$ cat config.mk
export PLATFORM = sky130hd
export DESIGN_NAME = roulette_round_ctrl_flat
export DESIGN_NICKNAME = d
export VERILOG_FILES = /design/src/rtl/roulette_pkg.sv /design/src/rtl/roulette_round_ctrl_if.sv /design/src/rtl/roulette_lfsr.sv /design/src/rtl/roulette_round_ctrl.sv /design/src/flat_wrapper.sv
export SDC_FILE = /design/constraint.sdc
export NUM_CORES = 1
export LEC_CHECK = 0
export ABC_AREA = 1
export CAP_MARGIN = 20
export CORE_MARGIN = 8
export CORE_UTILIZATION = 55
export CTS_CLUSTER_SIZE = 8
export DETAILED_ROUTE_END_ITERATION = 8
export PLACE_DENSITY = 0.8
export SLEW_MARGIN = 10
export SYNTH_ARGS = -nofsm -noshare
export SYNTH_HDL_FRONTEND = slang
export SYNTH_SLANG_ARGS = --single-unit
$ cat constraint.sdc
create_clock -name Clock -period 4.35 [get_ports Clock]
set_input_delay 0.87 -clock Clock [delete_from_list [all_inputs] [get_ports Clock]]
set_output_delay 0.87 -clock Clock [all_outputs]
set_load 0.005 [all_outputs]
$ cat src/rtl/roulette_pkg.sv
// Shared definitions for the roulette round controller: state encodings,
// bet-mode constants, default money constants and the win judgement helper.
package roulette_pkg;

    typedef enum logic [2:0] {
        ST_IDLE     = 3'd0,
        ST_WAIT_BET = 3'd1,
        ST_SPIN     = 3'd2,
        ST_EVAL     = 3'd3,
        ST_CHECK    = 3'd4,
        ST_WON      = 3'd5,
        ST_LOST     = 3'd6,
        ST_UNUSED   = 3'd7
    } state_e;

    localparam logic BET_EXACT  = 1'b0;
    localparam logic BET_PARITY = 1'b1;

    localparam logic [4:0] START_BAL  = 5'd10;
    localparam logic [4:0] WIN_EXACT  = 5'd4;
    localparam logic [4:0] WIN_PARITY = 5'd1;
    localparam logic [4:0] LOSE_AMT   = 5'd1;
    localparam logic [4:0] WIN_LIMIT  = 5'd20;

    // Exact bets need the whole number, parity bets only bit 0 (0 even, 1 odd).
    function automatic logic bet_wins(input logic mode, input logic [4:0] guess,
                                      input logic [4:0] num);
        logic win;
        if (mode == BET_PARITY) begin
            win = (guess[0] == num[0]);
        end else begin
            win = (guess == num);
        end
        return win;
    endfunction

endpackage

$ cat src/rtl/roulette_round_ctrl_if.sv
// Player-side bus of the roulette round controller: bet inputs from the
// board switches/keys and status outputs towards the HEX/LED drivers.
interface roulette_round_ctrl_if;
    logic       start_btn;
    logic       bet_mode;
    logic [4:0] player_guess;
    logic [4:0] balance;
    logic [4:0] spin_num;
    logic [2:0] state_out;
    logic       led_win;
    logic       led_lose;
    logic       round_done;
    logic       bet_err;
    logic       busy;

    modport master (
        output start_btn, bet_mode, player_guess,
        input  balance, spin_num, state_out, led_win, led_lose,
               round_done, bet_err, busy
    );

    modport slave (
        input  start_btn, bet_mode, player_guess,
        output balance, spin_num, state_out, led_win, led_lose,
               round_done, bet_err, busy
    );
endinterface

$ cat src/rtl/roulette_lfsr.sv
// 5-bit Fibonacci LFSR, polynomial x^5+x^3+1, seed 1, free-running.
// Maximal length (31 states), never reaches zero. Shared with the blackjack draw.
module roulette_lfsr (
    input  logic       Clock,
    input  logic       reset,
    output logic [4:0] lfsr_out
);

    logic [4:0] lfsr_q;
    logic [4:0] lfsr_d;

    // Next value: shift left, feed back taps 5 and 3.
    always_comb begin
        lfsr_d = {lfsr_q[3:0], lfsr_q[4] ^ lfsr_q[2]};
    end

    // LFSR register, seeded with 1 so it never locks up at zero.
    always_ff @(posedge Clock or posedge reset) begin
        if (reset) begin
            lfsr_q <= 5'b00001;
        end else begin
            lfsr_q <= lfsr_d;
        end
    end

    assign lfsr_out = lfsr_q;

endmodule

$ cat src/rtl/roulette_round_ctrl.sv
// Roulette round sequencer: latches a bet on a start-button rising edge,
// spins the LFSR for SPIN_CYCLES clocks, judges the bet, updates the
// balance and decides between next round, game won and game lost.
// Optional build macro ROULETTE_FLASH_EN: LEDs blink every FLASH_DIV clocks
// in WON/LOST instead of staying steady.
module roulette_round_ctrl
    import roulette_pkg::*;
#(
    parameter int SPIN_CYCLES = 8
`ifdef ROULETTE_FLASH_EN
    , parameter int FLASH_DIV = 12500000
`endif
) (
    input  logic                  Clock,
    input  logic                  reset,
    roulette_round_ctrl_if.slave  bus
);

    localparam int CW = (SPIN_CYCLES > 1) ? $clog2(SPIN_CYCLES) : 1;
    localparam logic [CW-1:0] SPIN_LAST = CW'(SPIN_CYCLES - 1);
    localparam logic [CW-1:0] CNT_ONE   = CW'(1);

    state_e        state_q, state_d;
    logic [4:0]    balance_q, balance_d;
    logic [4:0]    spin_num_q, spin_num_d;
    logic [CW-1:0] spin_cnt_q, spin_cnt_d;
    logic          mode_q, mode_d;
    logic [4:0]    guess_q, guess_d;
    logic          start_prev_q;
    logic          bet_err_q, bet_err_d;
    logic          round_done_q, round_done_d;
    logic          busy_q, busy_d;
    logic          led_win_q, led_win_d;
    logic          led_lose_q, led_lose_d;
    logic          start_edge_s;
    logic          led_on_s;
    logic          win_s;
    logic [4:0]    credit_s;
    logic [4:0]    lfsr_s;

    roulette_lfsr u_lfsr (
        .Clock    (Clock),
        .reset    (reset),
        .lfsr_out (lfsr_s)
    );

    assign start_edge_s = bus.start_btn & ~start_prev_q;
    assign win_s        = bet_wins(mode_q, guess_q, spin_num_q);
    assign credit_s     = (mode_q == BET_PARITY) ? WIN_PARITY : WIN_EXACT;

    // Next-state, bet latching, balance update and registered-output preparation.
    always_comb begin
        state_d      = state_q;
        balance_d    = balance_q;
        spin_num_d   = spin_num_q;
        spin_cnt_d   = spin_cnt_q;
        mode_d       = mode_q;
        guess_d      = guess_q;
        bet_err_d    = 1'b0;
        case (state_q)
            ST_IDLE: begin
                balance_d = START_BAL;
                state_d   = ST_WAIT_BET;
            end
            ST_WAIT_BET: begin
                if (start_edge_s) begin
                    mode_d  = bus.bet_mode;
                    guess_d = bus.player_guess;
                    if ((bus.bet_mode == BET_EXACT) && (bus.player_guess == 5'd0)) begin
                        bet_err_d = 1'b1;
                    end else begin
                        state_d    = ST_SPIN;
                        spin_cnt_d = '0;
                    end
                end else begin
                    state_d = ST_WAIT_BET;
                end
            end
            ST_SPIN: begin
                if (spin_cnt_q == SPIN_LAST) begin
                    spin_num_d = lfsr_s;
                    state_d    = ST_EVAL;
                end else begin
                    spin_cnt_d = spin_cnt_q + CNT_ONE;
                end
            end
            ST_EVAL: begin
                if (win_s) begin
                    balance_d = balance_q + credit_s;
                end else if (balance_q > LOSE_AMT) begin
                    balance_d = balance_q - LOSE_AMT;
                end else begin
                    balance_d = 5'd0;
                end
                state_d = ST_CHECK;
            end
            ST_CHECK: begin
                if (balance_q > WIN_LIMIT) begin
                    state_d = ST_WON;
                end else if (balance_q == 5'd0) begin
                    state_d = ST_LOST;
                end else begin
                    state_d = ST_WAIT_BET;
                end
            end
            ST_WON, ST_LOST: begin
                if (start_edge_s) begin
                    state_d = ST_IDLE;
                end else begin
                    state_d = state_q;
                end
            end
            default: begin
                state_d = ST_IDLE;
            end
        endcase
        round_done_d = (state_d == ST_CHECK);
        busy_d       = (state_d == ST_SPIN) || (state_d == ST_EVAL) || (state_d == ST_CHECK);
        led_win_d    = (state_d == ST_WON) & led_on_s;
        led_lose_d   = (state_d == ST_LOST) & led_on_s;
    end

`ifdef ROULETTE_FLASH_EN
    localparam int FW = (FLASH_DIV > 1) ? $clog2(FLASH_DIV) : 1;
    localparam logic [FW-1:0] FLASH_LAST = FW'(FLASH_DIV - 1);
    localparam logic [FW-1:0] FLASH_ONE  = FW'(1);

    logic [FW-1:0] flash_cnt_q, flash_cnt_d;
    logic          phase_q, phase_d;
    logic          end_state_d_s;

    assign end_state_d_s = (state_d == ST_WON) || (state_d == ST_LOST);

    // Blink phase: restarts lit on entry to WON/LOST, toggles every FLASH_DIV clocks.
    always_comb begin
        flash_cnt_d = flash_cnt_q;
        phase_d     = phase_q;
        if (end_state_d_s && (state_d != state_q)) begin
            flash_cnt_d = '0;
            phase_d     = 1'b1;
        end else if (end_state_d_s) begin
            if (flash_cnt_q == FLASH_LAST) begin
                flash_cnt_d = '0;
                phase_d     = ~phase_q;
            end else begin
                flash_cnt_d = flash_cnt_q + FLASH_ONE;
            end
        end else begin
            flash_cnt_d = '0;
            phase_d     = 1'b1;
        end
        led_on_s = phase_d;
    end

    // Blink counter and phase registers.
    always_ff @(posedge Clock or posedge reset) begin
        if (reset) begin
            flash_cnt_q <= '0;
            phase_q     <= 1'b1;
        end else begin
            flash_cnt_q <= flash_cnt_d;
            phase_q     <= phase_d;
        end
    end
`else
    assign led_on_s = 1'b1;
`endif

    // State, datapath and registered outputs.
    always_ff @(posedge Clock or posedge reset) begin
        if (reset) begin
            state_q      <= ST_IDLE;
            balance_q    <= START_BAL;
            spin_num_q   <= 5'd0;
            spin_cnt_q   <= '0;
            mode_q       <= BET_EXACT;
            guess_q      <= 5'd0;
            start_prev_q <= 1'b0;
            bet_err_q    <= 1'b0;
            round_done_q <= 1'b0;
            busy_q       <= 1'b0;
            led_win_q    <= 1'b0;
            led_lose_q   <= 1'b0;
        end else begin
            state_q      <= state_d;
            balance_q    <= balance_d;
            spin_num_q   <= spin_num_d;
            spin_cnt_q   <= spin_cnt_d;
            mode_q       <= mode_d;
            guess_q      <= guess_d;
            start_prev_q <= bus.start_btn;
            bet_err_q    <= bet_err_d;
            round_done_q <= round_done_d;
            busy_q       <= busy_d;
            led_win_q    <= led_win_d;
            led_lose_q   <= led_lose_d;
        end
    end

    assign bus.balance    = balance_q;
    assign bus.spin_num   = spin_num_q;
    assign bus.state_out  = state_q;
    assign bus.led_win    = led_win_q;
    assign bus.led_lose   = led_lose_q;
    assign bus.round_done = round_done_q;
    assign bus.bet_err    = bet_err_q;
    assign bus.busy       = busy_q;

endmodule

$ cat src/flat_wrapper.sv
// flat-port wrapper written by rule: the top's interface ports become plain ports
module roulette_round_ctrl_flat import roulette_pkg::*;
#(
    parameter int SPIN_CYCLES = 8

)
  (Clock, reset, bus_start_btn, bus_bet_mode, bus_player_guess, bus_balance, bus_spin_num, bus_state_out, bus_led_win, bus_led_lose, bus_round_done, bus_bet_err, bus_busy);
  roulette_round_ctrl_if bus_i ();
  input  logic Clock;
  input  logic reset;
  input wire logic [$bits(bus_i.start_btn)-1:0] bus_start_btn;
  input wire logic [$bits(bus_i.bet_mode)-1:0] bus_bet_mode;
  input wire logic [$bits(bus_i.player_guess)-1:0] bus_player_guess;
  output wire logic [$bits(bus_i.balance)-1:0] bus_balance;
  output wire logic [$bits(bus_i.spin_num)-1:0] bus_spin_num;
  output wire logic [$bits(bus_i.state_out)-1:0] bus_state_out;
  output wire logic [$bits(bus_i.led_win)-1:0] bus_led_win;
  output wire logic [$bits(bus_i.led_lose)-1:0] bus_led_lose;
  output wire logic [$bits(bus_i.round_done)-1:0] bus_round_done;
  output wire logic [$bits(bus_i.bet_err)-1:0] bus_bet_err;
  output wire logic [$bits(bus_i.busy)-1:0] bus_busy;
  assign bus_i.start_btn = bus_start_btn;
  assign bus_i.bet_mode = bus_bet_mode;
  assign bus_i.player_guess = bus_player_guess;
  assign bus_balance = bus_i.balance;
  assign bus_spin_num = bus_i.spin_num;
  assign bus_state_out = bus_i.state_out;
  assign bus_led_win = bus_i.led_win;
  assign bus_led_lose = bus_i.led_lose;
  assign bus_round_done = bus_i.round_done;
  assign bus_bet_err = bus_i.bet_err;
  assign bus_busy = bus_i.busy;
  roulette_round_ctrl #(.SPIN_CYCLES(SPIN_CYCLES)) u_core (.Clock(Clock), .reset(reset), .bus(bus_i));
endmodule
* Word-level counts from Yosys, hierarchy flattened *
Index checks and enable logic that the tools add are counted.

operators by class
  $lt $le $gt $ge = 2
  add/sub/neg operators = 3
  muxes and demuxes = 19
  reduce and logical (&&, ||, !) cells = 12
  equal/unequal tests = 17
  bitwise logic cells = 4

operators with widths
  operator                                                                         number
  3-bit 2-to-1 mux                                                                 10
  3-bit equality test, second input constant                                       7
  3-bit one-hot mux with 6 select lines                                            1
  3-bit by 2-bit equality test with 1-bit output, second input constant            4
  5-bit zero test                                                                  2
  5-bit 2-to-1 mux                                                                 2
  5-bit one-hot mux with 2 select lines                                            1
  3-bit one-hot mux with 2 select lines                                            1
  5-bit adder                                                                      1
  5-bit equality test                                                              1
  5-bit by 1-bit greater-than comparator with 1-bit output, second input constant  1
  5-bit greater-than comparator, second input constant                             1
  5-bit by 1-bit subtractor with 5-bit output, second input constant               1
  1-bit 2-to-1 mux                                                                 4
  2-bit != test, second input constant                                             2
  2-bit AND reduction                                                              2
  4-bit AND reduction                                                              1
  2-bit nonzero test                                                               2
  3-bit by 1-bit adder with 3-bit output, second input constant                    1
  3-bit by 1-bit equality test with 1-bit output, second input constant            1
  3-bit zero test                                                                  1
  1-bit logical OR                                                                 2
  2-bit by 1-bit != test with 1-bit output, second input constant                  1
  1-bit NOT                                                                        2
  5 further kinds                                                                  5

word-level totals
  logic and storage cells = 70
  register bits after elaboration = 33

* Depth between registers and ports, before layout *
Gate-level depths: netlist (run 1).

  depth after elaboration = 8
  depth in mapped cells = 10
  gate-level depth less buffers = 10

* By module *
From an unflattened synthesis (run 1), not the netlist that was laid out.

unflattened totals
  cells, all modules = 227
  area total of the unflattened synthesis = 1,828.0 um^2

modules (own cells, without submodules)
  module               instances  seq. area each (um^2)  cells each  area an instance (um^2)
  roulette_round_ctrl  1          703.2                  212         1,649.1
  roulette_lfsr        1          126.4                  15          178.9

* Least setup slack after synthesis (run 1) *
Ideal clock, no wire load.

  kind = input to register
  from = input port bus_start_btn
  to = register u_core.led_win_q, in the netlist u_core.bus.led_win
  stages = 7
  path slack = 2.683 ns
  data arrival time = 1.541 ns
  data required time = 4.224 ns
  path through = inv_1 -> nor2_1 -> inv_1 -> nand3_1 -> nand3_1 -> nor3_1 -> nor2_1

between the ends
  longest elaborated chain between the ends = 4
  elaborated cells on any way between the ends = 5
  classes of those cells = eq/ne (1); mux (3); bitwise (1)

RTL lines
  element                                     RTL line                                               text
  start: declaration                          flat_wrapper.sv:11                                     input wire logic [$bits(bus_i.start_btn)-1:0] bus_start_btn;
  1-bit AND *                                 roulette_round_ctrl.sv:47                              assign start_edge_s = bus.start_btn & ~start_prev_q;
  3-bit 2-to-1 mux, on equally long branches  roulette_round_ctrl.sv:107, roulette_round_ctrl.sv:66
  3-bit one-hot mux with 6 select lines *     roulette_round_ctrl.sv:60                              case (state_q)
  3-bit equality test *                       roulette_round_ctrl.sv:119                             led_win_d = (state_d == ST_WON) & led_on_s;
  named net u_core.led_win_d                  roulette_round_ctrl.sv:33                              logic led_win_q, led_win_d;
  end signal: assignment                      roulette_round_ctrl.sv:195                             led_win_q <= led_win_d;
  end: declaration                            roulette_round_ctrl.sv:33

The timed path passes the listed nets; every way through them passes the cells marked *.
A chain may end at the register's enable or synchronous reset.

* Worst setup path in the final report (run 1) *
  from = register u_core.balance_q[1], in the netlist u_core.bus.balance[1]
  to = output port bus_balance[1]

RTL lines
  element                   RTL line                    text
  start: declaration        roulette_round_ctrl.sv:24   logic [4:0] balance_q, balance_d;
  start signal: assignment  roulette_round_ctrl.sv:186  balance_q <= balance_d;
  end: declaration          flat_wrapper.sv:14          output wire logic [$bits(bus_i.balance)-1:0] bus_balance;

No word-level cell between the ends.

==> results of run 1 <==
[final cells by class]
type	instances	area (um^2)	share of cell area, %
Timing Repair Buffer	27	268	12.9
Clock inverter	1	5.00	0.242
Clock buffer	6	41.3	1.99
Tap cell	44	55.1	2.66
Multi-Input combinational cell	146	753	36.4
Inverter	32	120	5.80
Sequential cell	33	830	40.0
[layout by cell type (no fill, tap or decap), drive strengths merged, types with 2 or more instances in the layout]
cell | netlist | routed
a21oi | 11 | 11
clkbuf | 0 | 6
clkdlybuf4s50 | 0 | 26
dfrtp | 30 | 30
dfstp | 3 | 3
ha | 8 | 8
inv | 32 | 32
mux2 | 2 | 2
nand2 | 53 | 53
nand3 | 15 | 15
nand4 | 2 | 2
nor2 | 37 | 37
nor3 | 3 | 3
o21ai | 6 | 6
xnor2 | 2 | 2
xor2 | 5 | 5
[cell families after synthesis]
| logic type | count (synthesis) |
|---|---|
| buffers and inverters | 34 |
| adder cells (fa/ha/maj) | 8 |
| XOR/XNOR | 7 |
| AND/OR/NAND/NOR | 111 |
| multiplexers | 2 |
| flip-flops | 33 |
| AO/OA/AOI/OAI | 18 |
[state kept, by name, summed over array words and instances (netlist names)]
signal                  flops
u_core.bus.balance          5
u_core.bus.spin_num         5
u_core.guess_q              5
u_core.u_lfsr.lfsr_out      5
u_core.bus.state_out        3
u_core.spin_cnt_q           3
u_core.bus.bet_err          1
u_core.bus.busy             1
u_core.bus.led_lose         1
u_core.bus.led_win          1
u_core.bus.round_done       1
u_core.mode_q               1
u_core.start_prev_q         1
[report_power, final]
part | leakage (nW) | switching (W) | internal [W]
logic | 0.677 | 0.000277 | 0.000212
clock network | 0.0281 | 0.0000967 | 0.0000594
registers | 0.424 | 0.0000684 | 0.000383
[per-stage QoR]
stage | hold slack, ns | cells
after floorplan | 0.354 | 213
after global placement | 0.359 | 282
after global routing | 0.387 | 289
final | 0.377 | 289
after CTS | 0.378 | 289
after detailed placement | 0.359 | 282
[layer usage]
metal | vias to the layer above | GRT usage (%)
met2 | 44 | 23.3
met4 | 0 | 8.84
met5 | - | 0
met3 | 5 | 6.20
li1 | 723 | -
met1 | 653 | 18.1
[how the worst max path moves through the flow]
stage	from	to	slack [ns]	depth (start not counted)
CTS	u_core.bus.balance[1]	bus_balance[1]	2.00	1
global placement	bus_start_btn	u_core.bus.led_win	2.09	8
detailed placement	bus_start_btn	u_core.bus.led_win	2.05	8
floorplan	bus_start_btn	u_core.bus.led_win	2.68	7
global route	u_core.bus.balance[1]	bus_balance[1]	1.96	1
finish	u_core.bus.balance[1]	bus_balance[1]	2.03	1
[Yosys cell counts, types with 2 or more instances]
cell type | instances | share of area (%)
nor2_1 | 36 | 7.8
xor2_1 | 5 | 2.5
o21ai_0 | 4 | 1.2
xnor2_1 | 2 | 1.0
nand4_1 | 2 | 0.73
nor3_1 | 3 | 0.87
inv_2 | 2 | 0.44
nand2_1 | 50 | 11
o21ai_1 | 2 | 0.58
nand3_1 | 14 | 4.1
nand2_2 | 2 | 0.73
dfstp_2 | 3 | 4.6
ha_1 | 8 | 5.8
a21oi_1 | 11 | 3.2
dfrtp_1 | 30 | 44
inv_1 | 30 | 6.5
==> metrics.txt, run 1 <==
# TYPE chip_impl_metric gauge
chip_impl_info{name="status",value="complete, no violations"} 1
chip_impl_metric{name="reg2reg_slack",unit="ns"} 2.67
chip_impl_metric{name="first_iter_violations",unit=""} 130
chip_impl_info{name="clock_tree_from_tritoncts",value="done"} 1
chip_impl_info{name="cts.root.buffer_cell",value="clkbuf_4"} 1
chip_impl_metric{name="synth-async-reset-ratio",unit="%"} 100
chip_impl_metric{name="detailroute.wirelength.met3",unit="um"} 283
chip_impl_info{name="critical_path.reg2reg.startpoint",value="u_core.bus.balance[1]"} 1
chip_impl_metric{name="timing.critical_path.required",unit="ns"} 3.48
chip_impl_info{name="critical_path.cell_chain",value="clkdlybuf4s50_1"} 1
chip_impl_metric{name="detail-route-antenna-nets",unit=""} 0
chip_impl_metric{name="source_to_sink_clock_delay_at_the_later_pin_of_the_worst_skew_pair",unit="ns"} 0.33
chip_impl_metric{name="routabilityCongestion",unit=""} 0.909
chip_impl_metric{name="num-nets-final",unit=""} 262
chip_impl_info{name="worst_hold_path_type",value="reg2reg"} 1
chip_impl_metric{name="cts_made_buffers",unit=""} 5
chip_impl_metric{name="drt_pass_1_iters",unit=""} 4
chip_impl_metric{name="setup-tns-final",unit="ns"} 0
chip_impl_metric{name="cellPowerDensity",unit="nW/um^2"} 529
chip_impl_metric{name="totalWireLength",unit="mm"} 3.41
chip_impl_metric{name="cts_hold_repair.buffers",unit=""} 0
chip_impl_metric{name="mappedNetlistNets",unit=""} 230
chip_impl_metric{name="n_antenna_cell",unit=""} 0
chip_impl_metric{name="yosys_warnings",unit=""} 0
chip_impl_metric{name="total_leakage_power",unit="nW"} 1.13
chip_impl_metric{name="muxShareOfSynthArea",unit="%"} 1.53
chip_impl_info{name="critical_path.slowest_cell",value="dfstp_2"} 1
chip_impl_metric{name="wl_met2",unit="mm"} 1.57
chip_impl_metric{name="cts.reportedPaths.clkPinSlew",unit="ns"} 0.10
chip_impl_metric{name="placement.cell_area",unit="um^2"} 2030
chip_impl_metric{name="ctsHtreeMaxLevel",unit=""} 2
chip_impl_metric{name="drt-wirelength-per-cell",unit="um"} 11.8
chip_impl_info{name="r2r-end",value="u_core.bus.balance[3]"} 1
chip_impl_metric{name="post_synth_fa_ha_maj_area_fraction",unit="%"} 5.81
chip_impl_metric{name="grt_max_degree",unit=""} 34
chip_impl_metric{name="worst-path-buf-inv",unit=""} 1
chip_impl_info{name="critical_path_sink_type",value="primary output"} 1
chip_impl_info{name="ys_dominant_reg_cell",value="dfrtp_1"} 1
chip_impl_metric{name="top_level_ports",unit=""} 27
chip_impl_metric{name="vias_in_the_first_global_route",unit=""} 1419
chip_impl_metric{name="first_pass_grt_wire_length",unit="mm"} 6.27
chip_impl_metric{name="max_freq",unit="MHz"} 430
chip_impl_metric{name="dpl_worst_slack",unit="ns"} 2.05
chip_impl_metric{name="synth_simple_gate_area_share",unit="%"} 27.5
chip_impl_info{name="rsz0062_at_grt",value="no"} 1
chip_impl_metric{name="cts-resized-gates",unit=""} 0
chip_impl_metric{name="max_slew_margin",unit="%"} 59.5
chip_impl_info{name="synth_top_family_by_area",value="simple AND/OR/NAND/NOR gates"} 1
chip_impl_info{name="cp-start-kind",value="flip-flop"} 1
chip_impl_metric{name="remaining_drc_errors",unit=""} 0
chip_impl_metric{name="place.port_buffers",unit=""} 26
chip_impl_info{name="cp_top_family",value="flip-flops"} 1
chip_impl_metric{name="synthesis.area",unit="um^2"} 1720
chip_impl_metric{name="final_max_slew_viol_count",unit=""} 0
chip_impl_metric{name="grt_util_all_layers",unit="%"} 15.4
chip_impl_metric{name="post_route_cells_drive_above_1_share",unit="%"} 7.76
chip_impl_metric{name="postLayoutCoreUtil",unit="%"} 68.4
chip_impl_info{name="path_class",value="reg2out"} 1
chip_impl_metric{name="vias_per_cell",unit=""} 4.93
chip_impl_metric{name="maxCapViolCount",unit=""} 0
chip_impl_metric{name="worstMarginPinSlew",unit="ns"} 0.604
chip_impl_metric{name="timing.clock.skew",unit="ns"} 0.00659
chip_impl_info{name="hold-path-endpoint",value="u_core.u_lfsr.lfsr_out[2]"} 1
chip_impl_metric{name="synth_edf_count",unit=""} 0
chip_impl_metric{name="worst_ep_arrival_time",unit="ns"} 1.45
chip_impl_metric{name="initial_utilization",unit="%"} 56.9
chip_impl_info{name="hold_path.startpoint",value="u_core.u_lfsr.lfsr_out[1]"} 1
chip_impl_metric{name="cts_post_setup_buffers_inserted",unit=""} 0
chip_impl_metric{name="synthXorXnorAreaFrac",unit="%"} 3.56
chip_impl_metric{name="netlist-cell-type-count",unit=""} 25
chip_impl_metric{name="finalCriticalPeriod",unit="ns"} 2.32
chip_impl_metric{name="die-width",unit="um"} 72.0
chip_impl_metric{name="num_rows",unit=""} 20
chip_impl_metric{name="cp_max_fo",unit=""} 7
chip_impl_metric{name="clock_path_buffers",unit=""} 2
chip_impl_metric{name="m1WireLength",unit="mm"} 1.51
chip_impl_metric{name="area_growth_syn_to_layout",unit="%"} 20.3
chip_impl_metric{name="core-area",unit="um^2"} 3030
chip_impl_metric{name="ys_seq_area_share",unit="%"} 48.2
chip_impl_metric{name="die_footprint",unit="um^2"} 5180
chip_impl_metric{name="fillCellCount",unit=""} 262
chip_impl_metric{name="grt-ovfl-total",unit=""} 0
chip_impl_metric{name="synth.avg_cell_area",unit="um^2"} 8.08
chip_impl_metric{name="hold_path_depth",unit=""} 0
chip_impl_metric{name="netlist_instances",unit=""} 213
chip_impl_metric{name="grt_antenna_before_repair",unit=""} 0
chip_impl_metric{name="setup_viol",unit=""} 0
chip_impl_metric{name="clock-sinks",unit=""} 33
chip_impl_info{name="top_signal_layer_used",value="met4"} 1
chip_impl_metric{name="final.period_utilization",unit="%"} 53.4
chip_impl_metric{name="detailroute.via_count",unit=""} 1425
chip_impl_metric{name="dieHeight",unit="um"} 72.0
chip_impl_metric{name="reg2regPathDepth",unit=""} 7
chip_impl_metric{name="power.ir.vdd_worst",unit="mV"} 0.365
chip_impl_metric{name="synth_compound_gate_area_share",unit="%"} 5.38
chip_impl_metric{name="synth.ff_latch_count",unit=""} 33
chip_impl_metric{name="final_hold_viol_count",unit=""} 0
chip_impl_metric{name="detailedPlacementHpwl",unit="mm"} 2.60
chip_impl_metric{name="max_stage_delay",unit="ns"} 0.61
chip_impl_metric{name="fin_area",unit="um^2"} 2070
chip_impl_metric{name="total_power",unit="W"} 0.00110
chip_impl_metric{name="fin_ws",unit="ns"} 2.03
No activity file was read; power rests on OpenSTA's default activity.
==> run 2: changes to the inputs <==
--- a/config.mk
+++ b/config.mk
@@ -8,10 +8,10 @@
 export ABC_AREA = 1
 export CAP_MARGIN = 20
 export CORE_MARGIN = 8
-export CORE_UTILIZATION = 55
+export CORE_UTILIZATION = 53
 export CTS_CLUSTER_SIZE = 8
 export DETAILED_ROUTE_END_ITERATION = 8
-export PLACE_DENSITY = 0.8
+export PLACE_DENSITY = 0.78
 export SLEW_MARGIN = 10
 export SYNTH_ARGS = -nofsm -noshare
 export SYNTH_HDL_FRONTEND = slang
==> constraint.sdc (replaced) <==
create_clock -name Clock -period 2.4 [get_ports Clock]
set_input_delay 0.48 -clock Clock [delete_from_list [all_inputs] [get_ports Clock]]
set_output_delay 0.48 -clock Clock [all_outputs]
set_load 0.005 [all_outputs]
==> run 2 against run 1 <==
First-iteration DRC count fell by 33%. Largest power group unchanged. Register-to-register slack got worse by 1.9 ns. Worst setup slack got worse by 1.6 ns. Utilization rose by 0.15 points.
==> metrics.txt, run 2 (synthesized netlist as in run 1, its figures left out) <==
# TYPE chip_impl_metric gauge
chip_impl_metric{name="grt_max_degree",unit=""} 34
chip_impl_info{name="status",value="complete, no violations"} 1
chip_impl_metric{name="totalWireLength",unit="mm"} 3.47
chip_impl_metric{name="drt_pass_1_iters",unit=""} 4
chip_impl_info{name="critical_path.slowest_cell",value="dfstp_2"} 1
chip_impl_metric{name="final_max_slew_viol_count",unit=""} 0
chip_impl_info{name="cp-start-kind",value="flip-flop"} 1
chip_impl_metric{name="setup_viol",unit=""} 0
chip_impl_metric{name="post_route_cells_drive_above_1_share",unit="%"} 8.13
chip_impl_metric{name="grt_antenna_before_repair",unit=""} 0
chip_impl_metric{name="sequential_cell_area",unit="um^2"} 830
chip_impl_metric{name="detailedPlacementHpwl",unit="mm"} 2.60
chip_impl_metric{name="max_slew_margin",unit="%"} 58.4
chip_impl_info{name="critical_path.cell_chain",value="clkdlybuf4s50_1"} 1
chip_impl_metric{name="routabilityCongestion",unit=""} 0.894
chip_impl_metric{name="final_hold_viol_count",unit=""} 0
chip_impl_metric{name="cts_hold_repair.buffers",unit=""} 0
chip_impl_metric{name="remaining_drc_errors",unit=""} 0
chip_impl_metric{name="total_leakage_power",unit="nW"} 1.15
chip_impl_metric{name="cellPowerDensity",unit="nW/um^2"} 1010
chip_impl_metric{name="detailroute.via_count",unit=""} 1396
chip_impl_metric{name="clock-sinks",unit=""} 33
chip_impl_info{name="critical_path_sink_type",value="primary output"} 1
chip_impl_metric{name="finalCriticalPeriod",unit="ns"} 1.96
chip_impl_metric{name="grt_util_all_layers",unit="%"} 14.4
chip_impl_metric{name="dieHeight",unit="um"} 73.0
chip_impl_metric{name="dpl_worst_slack",unit="ns"} 0.515
chip_impl_metric{name="max_stage_delay",unit="ns"} 0.61
chip_impl_info{name="clock_tree_from_tritoncts",value="done"} 1
chip_impl_metric{name="cp_max_fo",unit=""} 7
chip_impl_metric{name="cts.reportedPaths.clkPinSlew",unit="ns"} 0.10
chip_impl_metric{name="worst_ep_arrival_time",unit="ns"} 1.48
chip_impl_metric{name="cts-resized-gates",unit=""} 0
chip_impl_metric{name="grt-ovfl-total",unit=""} 0
chip_impl_metric{name="top_level_ports",unit=""} 27
chip_impl_metric{name="cts_made_buffers",unit=""} 5
chip_impl_metric{name="clock_path_buffers",unit=""} 2
chip_impl_metric{name="vias_per_cell",unit=""} 4.81
chip_impl_info{name="critical_path.reg2reg.startpoint",value="u_core.bus.balance[1]"} 1
chip_impl_metric{name="n_antenna_cell",unit=""} 0
chip_impl_metric{name="final.period_utilization",unit="%"} 81.6
chip_impl_info{name="hold_path.startpoint",value="u_core.u_lfsr.lfsr_out[1]"} 1
chip_impl_metric{name="num_rows",unit=""} 20
chip_impl_metric{name="place.port_buffers",unit=""} 26
chip_impl_metric{name="die_footprint",unit="um^2"} 5330
chip_impl_info{name="path_class",value="reg2out"} 1
chip_impl_info{name="rsz0062_at_grt",value="no"} 1
chip_impl_metric{name="first_pass_grt_wire_length",unit="mm"} 5.93
chip_impl_metric{name="die-width",unit="um"} 73.0
chip_impl_metric{name="ctsHtreeMaxLevel",unit=""} 2
chip_impl_metric{name="timing.clock.skew",unit="ns"} 0.00774
chip_impl_info{name="cts.root.buffer_cell",value="clkbuf_4"} 1
chip_impl_metric{name="multi_input_area",unit="um^2"} 753
chip_impl_info{name="cp-startpoint",value="u_core.bus.balance[1]"} 1
chip_impl_metric{name="fillCellCount",unit=""} 251
chip_impl_metric{name="critical_path_depth",unit=""} 1
chip_impl_metric{name="num-nets-final",unit=""} 262
chip_impl_metric{name="cts_post_setup_buffers_inserted",unit=""} 0
chip_impl_metric{name="area_growth_syn_to_layout",unit="%"} 22.6
chip_impl_info{name="cp_top_family",value="flip-flops"} 1
chip_impl_metric{name="drt-wirelength-per-cell",unit="um"} 12.0
chip_impl_metric{name="maxCapViolCount",unit=""} 0
chip_impl_metric{name="power.ir.vdd_worst",unit="mV"} 0.509
chip_impl_metric{name="timing.critical_path.required",unit="ns"} 1.92
chip_impl_metric{name="fin_ws",unit="ns"} 0.442
chip_impl_metric{name="core-area",unit="um^2"} 3080
chip_impl_metric{name="source_to_sink_clock_delay_at_the_later_pin_of_the_worst_skew_pair",unit="ns"} 0.34
chip_impl_metric{name="max_freq",unit="MHz"} 511
chip_impl_info{name="worst_hold_path_type",value="reg2reg"} 1
chip_impl_info{name="layout_common_cells",value="nand2_1 (50), nor2_1 (36), inv_1 (30), dfrtp_1 (30), clkdlybuf4s50_1 (26)"} 1
chip_impl_metric{name="worst-path-buf-inv",unit=""} 1
chip_impl_metric{name="reg2regPathDepth",unit=""} 7
chip_impl_metric{name="setup-tns-final",unit="ns"} 0
chip_impl_metric{name="vias_in_the_first_global_route",unit=""} 1350
chip_impl_metric{name="detail-route-antenna-nets",unit=""} 0
chip_impl_info{name="layout_commonest_cell",value="nand2_1"} 1
chip_impl_metric{name="hold_path_depth",unit=""} 0
chip_impl_metric{name="worstMarginPinSlew",unit="ns"} 0.619
chip_impl_metric{name="initial_utilization",unit="%"} 55.9
chip_impl_metric{name="first_iter_violations",unit=""} 87
run 2: cell types whose count changed in the layout (fill, tap and decap cells not counted), sizes merged:
| cell | delta |
|---|---|
| bufinv | +1 |
| clkbuf | +1 |
| clkinv | -1 |
run 2: final cells by class:
| class | instances | area share (%) |
|---|---|---|
| sequential | 33 | 39.3 |
| timing repair buffer | 27 | 12.7 |
| clock inverter | 1 | 1.42 |
| multi-input combinational | 146 | 35.7 |
| clock buffer | 7 | 2.61 |
| tap | 44 | 2.61 |
| inverter | 32 | 5.69 |
run 2: layer usage:
layer / global-route usage (%) / part of all wire, %
met3: 4.67 / 6.7
met5: 0 / 0
met4: 9.56 / 1.8
met2: 20.6 / 43
met1: 18.1 / 49
run 2: power by group:
group          internal (W)  total, W  switching [W]
Sequential         0.000695  0.000818       0.000123
Combinational      0.000384  0.000882       0.000498
Clock              0.000249  0.000435       0.000186
run 2: final timing paths:
path | to | slack (ns)
setup / recovery | bus_balance[1] | 0.44
hold / removal | u_core.u_lfsr.lfsr_out[2] | 0.38
max in group asynchronous | u_core.bus.balance[3] | 1.56
hold reg to reg | u_core.u_lfsr.lfsr_out[2] | 0.38
setup reg to reg | u_core.bus.balance[1] | 0.74
min in group asynchronous | u_core.start_prev_q | 0.50
run 2: stage by stage:
stage / cells / cell area (um^2) / total power (W) / util, % / hold WS [ns]
final: 290 / 2110 / 0.00213 / 68.6 / 0.380
after global routing: 290 / 2110 / 0.00232 / 68.6 / 0.397
after CTS: 290 / 2110 / 0.00215 / 68.6 / 0.383
after detailed placement: 282 / 2030 / 0.00171 / 65.8 / 0.359
after global placement: 282 / 2030 / 0.00170 / 65.8 / 0.358
after floorplan: 213 / 1720 / 0.00142 / - / 0.354
==> run 3: changes to the inputs <==
==> constraint.sdc (replaced) <==
create_clock -name Clock -period 1.9 [get_ports Clock]
set_input_delay 0.38 -clock Clock [delete_from_list [all_inputs] [get_ports Clock]]
set_output_delay 0.38 -clock Clock [all_outputs]
set_load 0.005 [all_outputs]
==> run 3 against run 2 <==
Via count is 2.2% higher. Cell area rose by 0.89%. Worst hold slack better by 0.0055 ns. Clock skew is 0.0085 ns higher. Register-to-register slack worse by 0.45 ns. Non-clock buffer count grew 2. Sequential share of layout area fell by 0.35 points. Highest routed layer unchanged. Final cell count is 0.69% higher. Die area unchanged. Largest cell class unchanged. Utilization increased by 0.61 points. Clock power increased by 29%. Routed wire length up 3.5%.
==> metrics.txt, run 3 (synthesized netlist as in run 1, its figures left out) <==
# TYPE chip_impl_metric gauge
chip_impl_metric{name="cts_hold_repair.buffers",unit=""} 0
chip_impl_metric{name="final_hold_viol_count",unit=""} 0
chip_impl_metric{name="area_growth_syn_to_layout",unit="%"} 23.7
chip_impl_metric{name="place.port_buffers",unit=""} 26
chip_impl_metric{name="pwr-share-seq",unit="%"} 37.7
chip_impl_metric{name="postLayoutCoreUtil",unit="%"} 69.2
chip_impl_metric{name="grt_max_degree",unit=""} 34
chip_impl_metric{name="grt_util_all_layers",unit="%"} 15.2
chip_impl_metric{name="num-nets-final",unit=""} 264
chip_impl_metric{name="die-width",unit="um"} 73.0
chip_impl_info{name="layout_common_cells",value="nand2_1 (50), nor2_1 (36), inv_1 (30), dfrtp_1 (30), clkdlybuf4s50_1 (26)"} 1
chip_impl_metric{name="setup_viol",unit=""} 0
chip_impl_metric{name="post_route_cells_drive_above_1_share",unit="%"} 9.27
chip_impl_metric{name="source_to_sink_clock_delay_at_the_later_pin_of_the_worst_skew_pair",unit="ns"} 0.35
chip_impl_metric{name="combPwrFrac",unit="%"} 41.8
chip_impl_metric{name="num_rows",unit=""} 20
chip_impl_metric{name="setup-tns-final",unit="ns"} 0
chip_impl_metric{name="final_max_slew_viol_count",unit=""} 0
chip_impl_metric{name="detailroute.via_count",unit=""} 1427
chip_impl_metric{name="n_antenna_cell",unit=""} 0
chip_impl_info{name="clock_tree_from_tritoncts",value="done"} 1
chip_impl_metric{name="worst-path-buf-inv",unit=""} 1
chip_impl_metric{name="first_iter_violations",unit=""} 114
chip_impl_info{name="cts.root.buffer_cell",value="clkbuf_4"} 1
chip_impl_metric{name="internal-power",unit="W"} 0.00169
chip_impl_metric{name="cts.reportedPaths.clkPinSlew",unit="ns"} 0.11
chip_impl_metric{name="totalWireLength",unit="mm"} 3.60
chip_impl_metric{name="drt-wirelength-per-cell",unit="um"} 12.3
chip_impl_metric{name="ctsHtreeMaxLevel",unit=""} 2
chip_impl_metric{name="clock-sinks",unit=""} 33
chip_impl_metric{name="core-area",unit="um^2"} 3080
chip_impl_metric{name="cts-resized-gates",unit=""} 0
chip_impl_metric{name="clock_power_share",unit="%"} 20.5
chip_impl_metric{name="vias_per_cell",unit=""} 4.89
chip_impl_metric{name="total_power",unit="W"} 0.00274
chip_impl_metric{name="total_switching_power",unit="W"} 0.00104
chip_impl_info{name="worst_hold_path_type",value="reg2reg"} 1
chip_impl_metric{name="vias_in_the_first_global_route",unit=""} 1324
chip_impl_metric{name="die_footprint",unit="um^2"} 5330
chip_impl_info{name="status",value="complete, no violations"} 1
chip_impl_metric{name="grt-ovfl-total",unit=""} 0
chip_impl_info{name="layout_commonest_cell",value="nand2_1"} 1
chip_impl_metric{name="top_level_ports",unit=""} 27
chip_impl_info{name="rsz0062_at_grt",value="no"} 1
chip_impl_metric{name="finalCriticalPeriod",unit="ns"} 1.83
chip_impl_metric{name="maxCapViolCount",unit=""} 0
chip_impl_metric{name="clock_path_buffers",unit=""} 2
chip_impl_metric{name="cp_max_fo",unit=""} 5
chip_impl_metric{name="grt_antenna_before_repair",unit=""} 0
chip_impl_metric{name="remaining_drc_errors",unit=""} 0
chip_impl_info{name="path_class",value="reg2out"} 1
chip_impl_info{name="critical_path_sink_type",value="primary output"} 1
chip_impl_metric{name="initial_utilization",unit="%"} 55.9
chip_impl_metric{name="detail-route-antenna-nets",unit=""} 0
chip_impl_metric{name="routabilityCongestion",unit=""} 0.893
chip_impl_metric{name="cts_made_buffers",unit=""} 5
chip_impl_metric{name="worstMarginPinSlew",unit="ns"} 0.405
chip_impl_metric{name="final.period_utilization",unit="%"} 96.4
chip_impl_info{name="critical_path.cell_chain",value="clkdlybuf4s50_1"} 1
chip_impl_metric{name="first_pass_grt_wire_length",unit="mm"} 6.24
chip_impl_info{name="critical_path.slowest_cell",value="dfstp_2"} 1
chip_impl_metric{name="power.ir.vdd_worst",unit="mV"} 0.709
chip_impl_metric{name="max_stage_delay",unit="ns"} 0.59
chip_impl_metric{name="total_leakage_power",unit="nW"} 1.16
chip_impl_metric{name="worst_ep_arrival_time",unit="ns"} 1.45
chip_impl_info{name="cp-start-kind",value="flip-flop"} 1
chip_impl_metric{name="max_freq",unit="MHz"} 546
chip_impl_info{name="cp_top_family",value="flip-flops"} 1
chip_impl_metric{name="cellPowerDensity",unit="nW/um^2"} 1290
chip_impl_metric{name="max_slew_margin",unit="%"} 73.0
chip_impl_metric{name="timing.clock.skew",unit="ns"} 0.0163
chip_impl_metric{name="dieHeight",unit="um"} 73.0
chip_impl_metric{name="netSwitchingFraction",unit="%"} 38.1
chip_impl_metric{name="drt_pass_1_iters",unit=""} 4
chip_impl_metric{name="detailedPlacementHpwl",unit="mm"} 2.72
chip_impl_metric{name="timing.critical_path.required",unit="ns"} 1.52
[run 3: cell count changes in the layout (fill, tap and decap cells not counted)]
cell / change
clkinvlp_4: +1
buf_4: +2
clkbuf_1: -1
[run 3: path summary, 6_finish.rpt]
kind                                                 from  cells after the start  slack [ns]                   endpoint
worst max-delay path                u_core.bus.balance[3]                      1        0.07             bus_balance[3]
worst min-delay path            u_core.u_lfsr.lfsr_out[3]                      0        0.39  u_core.u_lfsr.lfsr_out[4]
worst max register to register      u_core.bus.balance[1]                      7        0.29      u_core.bus.balance[1]
worst min register to register  u_core.u_lfsr.lfsr_out[3]                      0        0.39  u_core.u_lfsr.lfsr_out[4]
max in group asynchronous                           reset                      3        1.16      u_core.bus.balance[1]
min in group asynchronous                           reset                      3        0.40     u_core.bus.spin_num[0]
[run 3: what timing repair did]
action / CTS / global route
hold endpoints to repair: 0 / 0
endpoints found under the setup margin: 0 / 1
buffers inserted: 0 / 1
[run 3: final cells by class]
class / instances / area, um^2
clock buffers: 6 / 51.3
clock inverters: 2 / 37.5
fillers: 268 / 948
inverters: 32 / 120
multi-input cells: 146 / 753
flip-flops and latches: 33 / 830
well taps: 44 / 55.1
repair buffers: 29 / 283
[run 3: worst reg2reg max path, cell delays in order (launching register included)]
cell and delay (ns):
dfstp_2 0.57, inv_1 0.08, ha_1 0.18, o211ai_1 0.35, nand2_1 0.08, a21oi_1 0.12, nor2_1 0.06, nor2_1 0.10
[run 3: per-layer routing]
metal	part of all wire, %	GRT usage, %	up-vias
met5	0	0	-
met4	1.7	6.67	0
met3	6.8	6.46	6
met2	44	21.7	34
met1	47	19.2	659
li1	-	-	728
[run 3: power by group through the flow]
stage,clock network [W],registers [W],logic [W]
6_report,0.000561,0.00103,0.00114
3_5_place_dp,0,0.00105,0.00114
4_1_cts,0.000574,0.00104,0.00115
3_3_place_gp,0,0.00105,0.00111
5_1_grt,0.000605,0.00106,0.00132
2_1_floorplan,0,0.00102,0.000769
[run 3: stage by stage]
| step | worst slack, ns | cell area (um^2) | instances | hold slack (ns) |
|---|---|---|---|---|
| 6_report | 0.0677 | 2130 | 292 | 0.386 |
| 5_1_grt | 0.0234 | 2130 | 292 | 0.410 |
| 4_1_cts | 0.0242 | 2120 | 291 | 0.389 |
| 3_5_place_dp | 0.109 | 2030 | 283 | 0.363 |
| 3_3_place_gp | 0.138 | 2030 | 283 | 0.358 |
| 2_1_floorplan | 0.420 | 1720 | 213 | 0.354 |
